## src/rtl/instr_fetch_queue.sv

```systemverilog
// Instruction fetch front end: credit-limited sequential fetch, in-order response
// buffering with PC pairing, and redirect flush that discards stale in-flight words.
module instr_fetch_queue #(
    parameter int unsigned DEPTH    = 4,
    parameter logic [63:0] RESET_PC = 64'h0
) (
    input  logic        clk,
    input  logic        rst_n,
    output logic        mem_req_valid,
    output logic [63:0] mem_req_addr,
    input  logic        mem_req_ready,
    input  logic        mem_rsp_valid,
    input  logic [31:0] mem_rsp_data,
    input  logic        redirect_valid,
    input  logic [63:0] redirect_pc,
    output logic        instr_valid,
    output logic [31:0] instr,
    output logic [63:0] instr_pc,
    input  logic        instr_ready
);
    localparam int AW = $clog2(DEPTH);
    localparam int CW = $clog2(DEPTH + 1);
    localparam logic [CW:0]  DEPTH_W          = (CW + 1)'(DEPTH);
    localparam logic [63:0]  RESET_PC_ALIGNED = RESET_PC & ~64'h3;

    logic [63:0]   fetch_pc;
    logic [63:0]   redirect_pc_aligned;
    logic [63:0]   pc_mem   [DEPTH];
    logic [31:0]   word_mem [DEPTH];
    logic [63:0]   rq_mem   [DEPTH];
    logic [AW-1:0] wr_ptr, rd_ptr, rq_wr_ptr, rq_rd_ptr;
    logic [CW-1:0] count, outstanding, drop;
    logic [CW-1:0] count_nxt, outstanding_nxt;
    logic          req_fire, rsp_drop, rsp_push, pop;

    assign redirect_pc_aligned = redirect_pc & ~64'h3;

    // Issue only while every accepted request is guaranteed a buffer slot.
    assign mem_req_valid = rst_n && !redirect_valid &&
                           (({1'b0, count} + {1'b0, outstanding}) < DEPTH_W);
    assign mem_req_addr  = fetch_pc;
    assign req_fire      = mem_req_valid && mem_req_ready;

    assign rsp_drop = mem_rsp_valid && (redirect_valid || drop != '0);
    assign rsp_push = mem_rsp_valid && !rsp_drop;

    assign instr_valid = count != '0;
    assign pop         = instr_valid && instr_ready && !redirect_valid;
    assign instr       = instr_valid ? word_mem[rd_ptr] : '0;
    assign instr_pc    = instr_valid ? pc_mem[rd_ptr]   : '0;

    always_comb begin
        outstanding_nxt = outstanding;
        if (req_fire)
            outstanding_nxt = outstanding_nxt + CW'(1);
        if (mem_rsp_valid)
            outstanding_nxt = outstanding_nxt - CW'(1);
    end

    always_comb begin
        count_nxt = count;
        if (rsp_push)
            count_nxt = count_nxt + CW'(1);
        if (pop)
            count_nxt = count_nxt - CW'(1);
    end

    always_ff @(posedge clk or negedge rst_n) begin
        if (!rst_n) begin
            fetch_pc    <= RESET_PC_ALIGNED;
            wr_ptr      <= '0;
            rd_ptr      <= '0;
            rq_wr_ptr   <= '0;
            rq_rd_ptr   <= '0;
            count       <= '0;
            outstanding <= '0;
            drop        <= '0;
        end else begin
            outstanding <= outstanding_nxt;
            if (req_fire) begin
                fetch_pc  <= fetch_pc + 64'd4;
                rq_wr_ptr <= rq_wr_ptr + AW'(1);
            end
            // Every response, kept or dropped, retires its request PC.
            if (mem_rsp_valid)
                rq_rd_ptr <= rq_rd_ptr + AW'(1);
            if (redirect_valid) begin
                fetch_pc <= redirect_pc_aligned;
                count    <= '0;
                rd_ptr   <= wr_ptr;
                drop     <= outstanding_nxt;
            end else begin
                count <= count_nxt;
                if (rsp_drop)
                    drop <= drop - CW'(1);
                if (rsp_push)
                    wr_ptr <= wr_ptr + AW'(1);
                if (pop)
                    rd_ptr <= rd_ptr + AW'(1);
            end
        end
    end

    // Payload storage needs no reset; visibility is governed by count.
    always_ff @(posedge clk) begin
        if (rsp_push) begin
            pc_mem[wr_ptr]   <= rq_mem[rq_rd_ptr];
            word_mem[wr_ptr] <= mem_rsp_data;
        end
        if (req_fire)
            rq_mem[rq_wr_ptr] <= fetch_pc;
    end

endmodule
```

## config.mk

```make
export PLATFORM = sky130hd
export DESIGN_NAME = instr_fetch_queue
export DESIGN_NICKNAME = d
export VERILOG_FILES = /design/src/rtl/instr_fetch_queue.sv
export SDC_FILE = /design/constraint.sdc
export NUM_CORES = 1
export LEC_CHECK = 0
export ABC_AREA = 1
export CAP_MARGIN = 20
export CORE_MARGIN = 2
export CORE_UTILIZATION = 45
export CTS_CLUSTER_SIZE = 14
export DETAILED_ROUTE_END_ITERATION = 7
export HOLD_SLACK_MARGIN = 0.12
export MAX_ROUTING_LAYER = met4
export SKIP_CTS_REPAIR_TIMING = 1
export SLEW_MARGIN = 5
export SYNTH_ARGS = -nofsm -noshare
export SYNTH_HDL_FRONTEND = slang
export SYNTH_SLANG_ARGS = --single-unit
```

## constraint.sdc

```tcl
create_clock -name clk -period 9.8 [get_ports clk]
set_input_delay 2.45 -clock clk [delete_from_list [all_inputs] [get_ports clk]]
set_output_delay 2.45 -clock clk [all_outputs]
set_load 0.1 [all_outputs]
```

==> results.json, run 1 <==
{
  "status": "finished clean",
  "final-hold-violation-count": 0,
  "crit_required_ps": 7350,
  "synth_area_per_cell_um2": 11.1,
  "r2r_slack_ps": 6450,
  "postRouteAntennaNets": 0,
  "async_reset_ff_frac": 0.112,
  "grt_max_degree": 90,
  "end_kind": "primary output",
  "dieWidth_um": 260,
  "drt-vias-per-instance": 5.34,
  "cts_tree": "done",
  "synth-seq-cells": 703,
  "drtIter0Drc": 1683,
  "antenna_found_initial": 0,
  "powerDensity_nw_per_um2": 358,
  "cts_root_buf": "clkbuf_16",
  "grt_pass1_wl_um": 116000,
  "fin_skew_ps": 20.8,
  "drive_gt1_frac": 0.0591,
  "cts_buffers": 74,
  "areaGrowthSynthToFinish_pct": 19.4,
  "synth_common_cells": "nor2_1 (638), edfxtp_1 (624), nand2_1 (372)",
  "vias": 20273,
  "hpwlAfterDp_um": 48300,
  "stdcell_count": 3797,
  "die-area_um2": 67600,
  "synth_most_common_cell": "nor2_1",
  "clkTransAtPathRegs_ps": 60,
  "rsz0062_at_grt": "false",
  "synth_area_leaders": "edfxtp_1 (63%), nor2_1 (8.1%), dfrtp_1 (6.7%), o21ai_0 (5.9%), nand2_1 (4.7%)",
  "yosys.area.top_type_share": 0.635,
  "wirelength_um": 78400,
  "layout_min_cycle_time_ps": 7000,
  "r2r_start": "drop[0]",
  "ios": 264,
  "vdd_drop_max_uv": 231,
  "nets": 3006,
  "ys.flop_type": "edfxtp_1",
  "num_antenna_cells": 0,
  "yosysSeqAreaShare": 0.702,
  "hp-class": "reg2reg",
  "yosys.area.top_type": "edfxtp_1",
  "rows": 93,
  "synth_top_family_by_area": "simple AND/OR/NAND/NOR gates",
  "synth_cell_types": 35,
  "io_buffers": 257,
  "setup_tns_ps": 0,
  "synth_fa_ha_area_frac": 0.00763,
  "synth-simple-area-share": 0.149,
  "syn_inst": 2661,
  "synth_compound_area_frac": 0.0989,
  "synthMuxAreaShare": 0,
  "hp-start": "drop[1]",
  "crit_fanout": 81,
  "hold_end": "drop[1]",
  "setup_viol": 0,
  "rr_worst_depth": 7,
  "fillers": 5501,
  "start_kind": "flop",
  "final_core_util": 0.545,
  "worstMarginPinSlew_ps": 1190,
  "fin_total_pwr_mw": 12.6,
  "grt_util_all_layers": 0.237,
  "fmax_mhz": 143,
  "max_cap_violations": 0,
  "clock-sinks": 703,
  "synth-xor-area-share": 0.00920,
  "drcViolationCount": 0,
  "routedWlPerCell_um": 20.6,
  "grt_overflow": 0,
  "placed_cells": 3664,
  "yosysWarnings": 0,
  "drtPass1Iterations": 8,
  "hold_path_depth": 2,
  "r2r-end": "pc_mem[1][59]",
  "die_h_um": 260,
  "initial_core_util": 0.456,
  "htree_levels": 3,
  "period_share": 0.714,
  "slew_headroom": 0.207,
  "clock_latency_ps": 600,
  "clockBufferDepth": 3,
  "drv_slew": 0,
  "synth_edf_count": 624,
  "crit_type": "reg2out",
  "core_region_area_um2": 64700,
  "first_global_vias": 19612,
  "power_leakage_nw": 12.2,
  "routabilityCongestion": 0.916,
  "arrival_ps": 4550,
  "syn_area_um2": 29500
}
## worst max-delay path, stage by stage, from the launching register on
cell             delay (ps)
dfrtp_4                 740
inv_4                   680
buf_4                   580
o21ai_0                 180
a21oi_1                 420
clkdlybuf4s50_1        1250
## cell type report
class                   instances  area [µm²]  share of cell area
flip-flops and latches        703       20700               0.588
multi-input cells            1714        7880               0.224
repair buffers                283        2790              0.0790
clock buffers                  97        2030              0.0577
well taps                     855        1070              0.0304
inverters                     110         418              0.0119
clock inverters                35         323             0.00916
## worst max path at each step
stage                                to     startpoint  cells after the start
final                      instr_pc[39]      rd_ptr[0]                      5
after global routing       instr_pc[39]      rd_ptr[0]                      5
after CTS                  instr_pc[19]       count[1]                      7
after detailed placement  mem_req_valid          rst_n                      6
after global placement    mem_req_valid          rst_n                      6
after floorplan           pc_mem[0][10]  mem_rsp_valid                      3
## cells in the final DEF, fill, tap and decap left out, drive strengths merged
cell type	count
nor2	651
inv	112
ha	18
o21ai	361
bufinv	6
xor2	28
nand4	11
clkdlybuf4s50	255
o21bai	15
nor3	2
nand2	379
clkbuf	97
o221ai	1
edfxtp	624
clkinv	27
buf	28
a31oi	4
o211ai	8
o22ai	63
dfrtp	79
nand3b	4
a21boi	1
nand3	58
a21oi	101
xnor2	3
conb	4
or2	2
## sequential cells by signal, indices dropped and copies added, names as in the netlist
signal,cells
count,3
rd_ptr,2
word_mem,128
outstanding,3
pc_mem,248
wr_ptr,2
rq_mem,248
rq_wr_ptr,2
rq_rd_ptr,2
drop,3
mem_req_addr,62
## power breakdown
group          switching [mW]  internal [mW]  leakage [nW]
Combinational            4.59           1.24          4.47
Clock                    1.11           1.62          1.16
Sequential              0.335           3.73          6.58
Total                    6.03           6.59          12.2
## stage by stage
stage                     cell area (µm²)  worst slack (ps)  hold slack (ps)
after floorplan                     29500              2500              478
after global placement              32900              2790              496
after detailed placement            32900              2830              500
after CTS                           35200              2760              517
after global routing                35200              2620              564
final                               35200              2800              516
## cell families (layout without fill, tap and decap cells)
logic type                 after synthesis  in the layout
xor gates and xnor gates                31             31
and+or+nand+nor                       1107           1107
AOI/OAI and AO/OA                      554            554
buffers and inverters                  247            525
adders and majority gates               18             18
DFF                                    703            703
other                                    1              4
## layer usage
layer | global-route usage | up-vias | share of wire
li1 | - | 9656 | -
met1 | 0.321 | 9912 | 0.44
met2 | 0.378 | 604 | 0.48
met3 | 0.0279 | 101 | 0.053
met4 | 0.0717 | 0 | 0.023
met5 | - | - | 0
(Power assumes the default switching activity.)
==> run 2, diff against run 1 <==
--- a/config.mk
+++ b/config.mk
@@ -13,6 +13,7 @@
 export DETAILED_ROUTE_END_ITERATION = 7
 export HOLD_SLACK_MARGIN = 0.12
 export MAX_ROUTING_LAYER = met4
+export PLACE_DENSITY = 0.67
 export SKIP_CTS_REPAIR_TIMING = 1
 export SLEW_MARGIN = 5
 export SYNTH_ARGS = -nofsm -noshare
==> constraint.sdc (replaced) <==
create_clock -name clk -period 6.3 [get_ports clk]
set_input_delay 1.575 -clock clk [delete_from_list [all_inputs] [get_ports clk]]
set_output_delay 1.575 -clock clk [all_outputs]
set_load 0.1 [all_outputs]
==> run 2 against run 1 <==
  * Sequential power up 54%
  * Clock skew is 2.5 ps lower
  * Clock power grew 49%
  * Largest cell class unchanged
  * Non-clock buffer count is 8 higher
  * Critical endpoint is now instr[13]
  * Power grew 53%
  * Sequential share of layout area up 0.35 points
  * Flip-flop and latch count did not move
  * Combinational power is 54% higher
==> results.json, run 2 (same netlist as run 1, synthesis figures left out) <==
{
  "status": "finished clean",
  "r2r_start": "rq_rd_ptr[0]",
  "wirelength_um": 76300,
  "die_h_um": 260,
  "cts_buffers": 72,
  "drcViolationCount": 0,
  "htree_levels": 3,
  "cts_root_buf": "clkbuf_16",
  "r2r-end": "pc_mem[1][12]",
  "grt_util_all_layers": 0.230,
  "internal-power_mw": 9.97,
  "hpwlAfterDp_um": 47000,
  "hp-start": "drop[1]",
  "layout_commonest_cell": "nor2_1",
  "slowest_delay_ps": 1180,
  "max_cap_violations": 0,
  "powerDensity_nw_per_um2": 551,
  "dp_slack_ps": 1560,
  "ios": 264,
  "clock_latency_ps": 600,
  "drtPass1Iterations": 5,
  "drive_gt1_frac": 0.0846,
  "path_cells": "buf_4, nor2_1, nor2_1, o21ai_0, a21oi_1, clkdlybuf4s50_1",
  "crit_buf_inv": 2,
  "final-hold-violation-count": 0,
  "setup_tns_ps": 0,
  "p_seq_frac": 0.324,
  "cts_tree": "done",
  "routedWlPerCell_um": 20.1,
  "layout_common_cells": "nor2_1 (630), edfxtp_1 (624), nand2_1 (372)",
  "start_kind": "flop",
  "p_clk_frac": 0.209,
  "die-area_um2": 67600,
  "crit_fanout": 62,
  "stdcell_count": 3801,
  "core_region_area_um2": 64700,
  "p_sw_mw": 9.34,
  "hold_end": "drop[1]",
  "slew_headroom": 0.281,
  "timing.critical_path.mode_cell": "nor2_1",
  "fin_skew_ps": 18.2,
  "dieWidth_um": 260,
  "io_buffers": 257,
  "routabilityCongestion": 0.901,
  "r2r_slack_ps": 3240,
  "crit_type": "reg2out",
  "slowest_stage": "clkdlybuf4s50_1",
  "drt-vias-per-instance": 5.38,
  "rsz0062_at_grt": "false",
  "cp_top_family": "buffers and inverters",
  "end_kind": "primary output",
  "clock-sinks": 703,
  "initial_core_util": 0.456,
  "combinationalPowerShare": 0.466,
  "hp-class": "reg2reg",
  "arrival_ps": 3750,
  "nets": 3012,
  "crit_required_ps": 4720,
  "vdd_drop_max_uv": 388,
  "power_leakage_nw": 12.3,
  "setup_viol": 0,
  "fin_ws_ps": 977,
  "hold_path_depth": 2,
  "areaGrowthSynthToFinish_pct": 18.7,
  "fmax_mhz": 188,
  "clockBufferDepth": 3,
  "first_global_vias": 19398,
  "rows": 93,
  "clkTransAtPathRegs_ps": 50,
  "vias": 20447,
  "reg.largest.list": "pc_mem x248, rq_mem x248, word_mem x128",
  "grt_pass1_wl_um": 114000,
  "period_share": 0.845,
  "antenna_found_initial": 2,
  "rr_worst_depth": 4,
  "drtIter0Drc": 1786,
  "placed_cells": 3672,
  "layout_min_cycle_time_ps": 5320,
  "grt_overflow": 0,
  "grt_max_degree": 93,
  "netSwitchingFraction": 0.484,
  "worstMarginPinSlew_ps": 1080,
  "postRouteAntennaNets": 0,
  "drv_slew": 0
}
run 2: changes by cell type in the layout (fill, tap and decap cells not counted), moves of 3 or more:
cell             delta
buf_4              +78
clkinv_2            -3
clkbuf_16           -3
clkdlybuf4s50_1    -72
clkinv_4            +3
run 2: through the flow:
stage          hold slack, ps  power (mW)  utilization  cell area [µm²]
5_1_grt                   564        20.1        0.541            35000
3_5_place_dp              507        15.4        0.506            32800
3_3_place_gp              494        15.2        0.506            32800
2_1_floorplan             478        13.0            -            29500
4_1_cts                   519        19.4        0.541            35000
6_report                  512        19.3        0.541            35000
run 2: worst max-delay path by stage:
stage | depth (start not counted) | to | from | slack [ps]
6_report | 6 | instr[13] | rd_ptr[0] | 980
5_1_grt | 6 | instr[2] | rd_ptr[0] | 730
4_1_cts | 6 | instr[13] | rd_ptr[0] | 900
3_5_place_dp | 6 | instr[17] | rd_ptr[0] | 1560
3_3_place_gp | 6 | instr[30] | rd_ptr[0] | 1630
2_1_floorplan | 3 | pc_mem[0][10] | mem_rsp_valid | -120
run 2: layer usage:
metal / GRT usage / wire [µm] / vias to the layer above
li1: - / - / 9670
met1: 0.303 / 32600 / 9914
met2: 0.359 / 35900 / 734
met3: 0.0371 / 5420 / 129
met4: 0.0889 / 2450 / 0
met5: - / 0 / -
run 2: area by class of cell:
cell class	count	area, µm²
diodes	2	5.00
clock buffers	92	1950
clock inverters	34	280
fillers	5444	29700
inverters	110	418
multi-input cells	1714	7880
flip-flops and latches	703	20700
well taps	855	1070
repair buffers	291	2700
run 2: worst register-to-register path: stages (launching register included):
cell and delay (ps):
dfrtp_4 720, inv_2 530, buf_4 800, o21ai_0 260, o22ai_1 480
run 2: power by group through the flow:
stage          Clock (mW)  Combinational [mW]  Sequential (mW)
5_1_grt              4.29                9.54             6.30
2_1_floorplan           0                6.32             6.65
6_report             4.04                9.00             6.26
4_1_cts              4.12                9.06             6.25
3_5_place_dp            0                9.03             6.35
3_3_place_gp            0                8.89             6.32
==> run 3, diff against run 2 <==
==> constraint.sdc (replaced) <==
create_clock -name clk -period 4.6 [get_ports clk]
set_input_delay 1.15 -clock clk [delete_from_list [all_inputs] [get_ports clk]]
set_output_delay 1.15 -clock clk [all_outputs]
set_load 0.1 [all_outputs]
==> run 3 against run 2 <==
  * Critical path depth up 1
  * Power up 48%
  * Flip-flop and latch count unchanged
  * Sequential share of layout area down 2.2 points
  * Routed wire length up 0.34%
  * Combinational power up 56%
  * Global-route usage up 0.35 points
  * Core utilization up 2.1 points
  * Register-to-register slack worse by 1400 ps
  * Critical endpoint is now instr[5]
==> results.json, run 3 (same netlist as run 1, synthesis figures left out) <==
{
  "status": "finished clean",
  "drtPass1Iterations": 5,
  "vias": 20475,
  "placed_cells": 3682,
  "crit_type": "reg2out",
  "clkTransAtPathRegs_ps": 60,
  "finalInstanceArea_um2": 36400,
  "cts_buffers": 75,
  "start_kind": "flop",
  "grt_util_all_layers": 0.233,
  "initial_core_util": 0.456,
  "clock_latency_ps": 610,
  "core_region_area_um2": 64700,
  "end_kind": "primary output",
  "stdcell_count": 3820,
  "r2r_start": "rq_rd_ptr[0]",
  "areaGrowthSynthToFinish_pct": 23.2,
  "clock-sinks": 703,
  "grt_overflow": 0,
  "powerDensity_nw_per_um2": 785,
  "r2r-end": "pc_mem[0][3]",
  "crit_fanout": 35,
  "crit_path_start": "count[0]",
  "cts_root_buf": "clkbuf_16",
  "antenna_found_initial": 2,
  "p_clk_frac": 0.212,
  "dieWidth_um": 260,
  "fin_skew_ps": 27.2,
  "routedWlPerCell_um": 20.0,
  "ios": 264,
  "p_sw_mw": 13.2,
  "place_area_um2": 33800,
  "rsz0062_at_grt": "false",
  "rows": 93,
  "power_leakage_nw": 12.8,
  "clockBufferDepth": 3,
  "timing.hold.ws_ps": 388,
  "fmax_mhz": 236,
  "drcViolationCount": 0,
  "drtIter0Drc": 1623,
  "cts_tree": "done",
  "arrival_ps": 3080,
  "rr_worst_depth": 4,
  "die_h_um": 260,
  "combinationalPowerShare": 0.490,
  "period_share": 0.920,
  "netSwitchingFraction": 0.462,
  "drt-vias-per-instance": 5.36,
  "p_seq_frac": 0.298,
  "worstMarginPinSlew_ps": 1090,
  "reg.largest.list": "pc_mem x248, rq_mem x248, word_mem x128",
  "slew_headroom": 0.276,
  "final-hold-violation-count": 0,
  "layout_common_cells": "nor2_1 (630), edfxtp_1 (624), nand2_1 (372)",
  "internal-power_mw": 15.3,
  "hp-class": "in2async",
  "wirelength_um": 76600,
  "nets": 3024,
  "crit_required_ps": 3450,
  "r2r_slack_ps": 1800,
  "max_cap_violations": 0,
  "drv_slew": 0,
  "postRouteAntennaNets": 0,
  "hpwlAfterDp_um": 48100,
  "htree_levels": 3,
  "grt_max_degree": 191,
  "layout_min_cycle_time_ps": 4230,
  "routabilityCongestion": 0.924,
  "setup_viol": 0,
  "drive_gt1_frac": 0.101,
  "first_global_vias": 19810,
  "io_buffers": 257,
  "vdd_drop_max_uv": 477,
  "grt_pass1_wl_um": 116000,
  "layout_commonest_cell": "nor2_1",
  "die-area_um2": 67600
}
## run 3: cell type report
class,instances,area [µm²]
Clock inverter,44,467
Multi-Input combinational cell,1714,7880
Antenna cell,2,5.00
Tap cell,855,1070
Clock buffer,92,2040
Fill cell,5209,28300
Sequential cell,703,20700
Timing Repair Buffer,300,3750
Inverter,110,418
## run 3: per-layer routing
metal	part of all wire	global-route usage	vias up
li1	-	-	9702
met1	0.44	0.314	9975
met2	0.48	0.365	676
met3	0.058	0.0337	122
met4	0.028	0.0811	0
met5	0	-	-
## run 3: how the worst max path moves through the flow
stage	end	slack, ps	cells past startpoint
after floorplan	pc_mem[0][10]	-1400	3
after global placement	pc_mem[1][46]	990	4
after detailed placement	word_mem[1][1]	980	4
after CTS	instr[5]	350	7
after global routing	instr[17]	200	7
final	instr[5]	370	7
## run 3: power groups by stage
stage          Sequential, mW  Clock [mW]  Combinational (mW)
2_1_floorplan            9.11           0                8.66
5_1_grt                  8.55        6.43                14.7
4_1_cts                  8.49        6.16                14.0
6_report                 8.50        6.06                14.0
3_3_place_gp             8.59           0                13.8
3_5_place_dp             8.62           0                14.0
## run 3: critical path, stage by stage (launching register included)
cell and delay (ps):
dfrtp_1 420, inv_1 70, ha_1 190, nand2_1 140, clkinv_2 500, buf_4 500
a21oi_1 280, buf_4 340
## run 3: through the flow
step	TNS (ps)	setup WS, ps	util	power [mW]
after detailed placement	0	977	0.523	22.6
after CTS	0	347	0.562	28.7
after global placement	0	995	0.523	22.4
final	0	368	0.562	28.5
after floorplan	-525360	-1400	-	17.8
after global routing	0	200	0.562	29.7
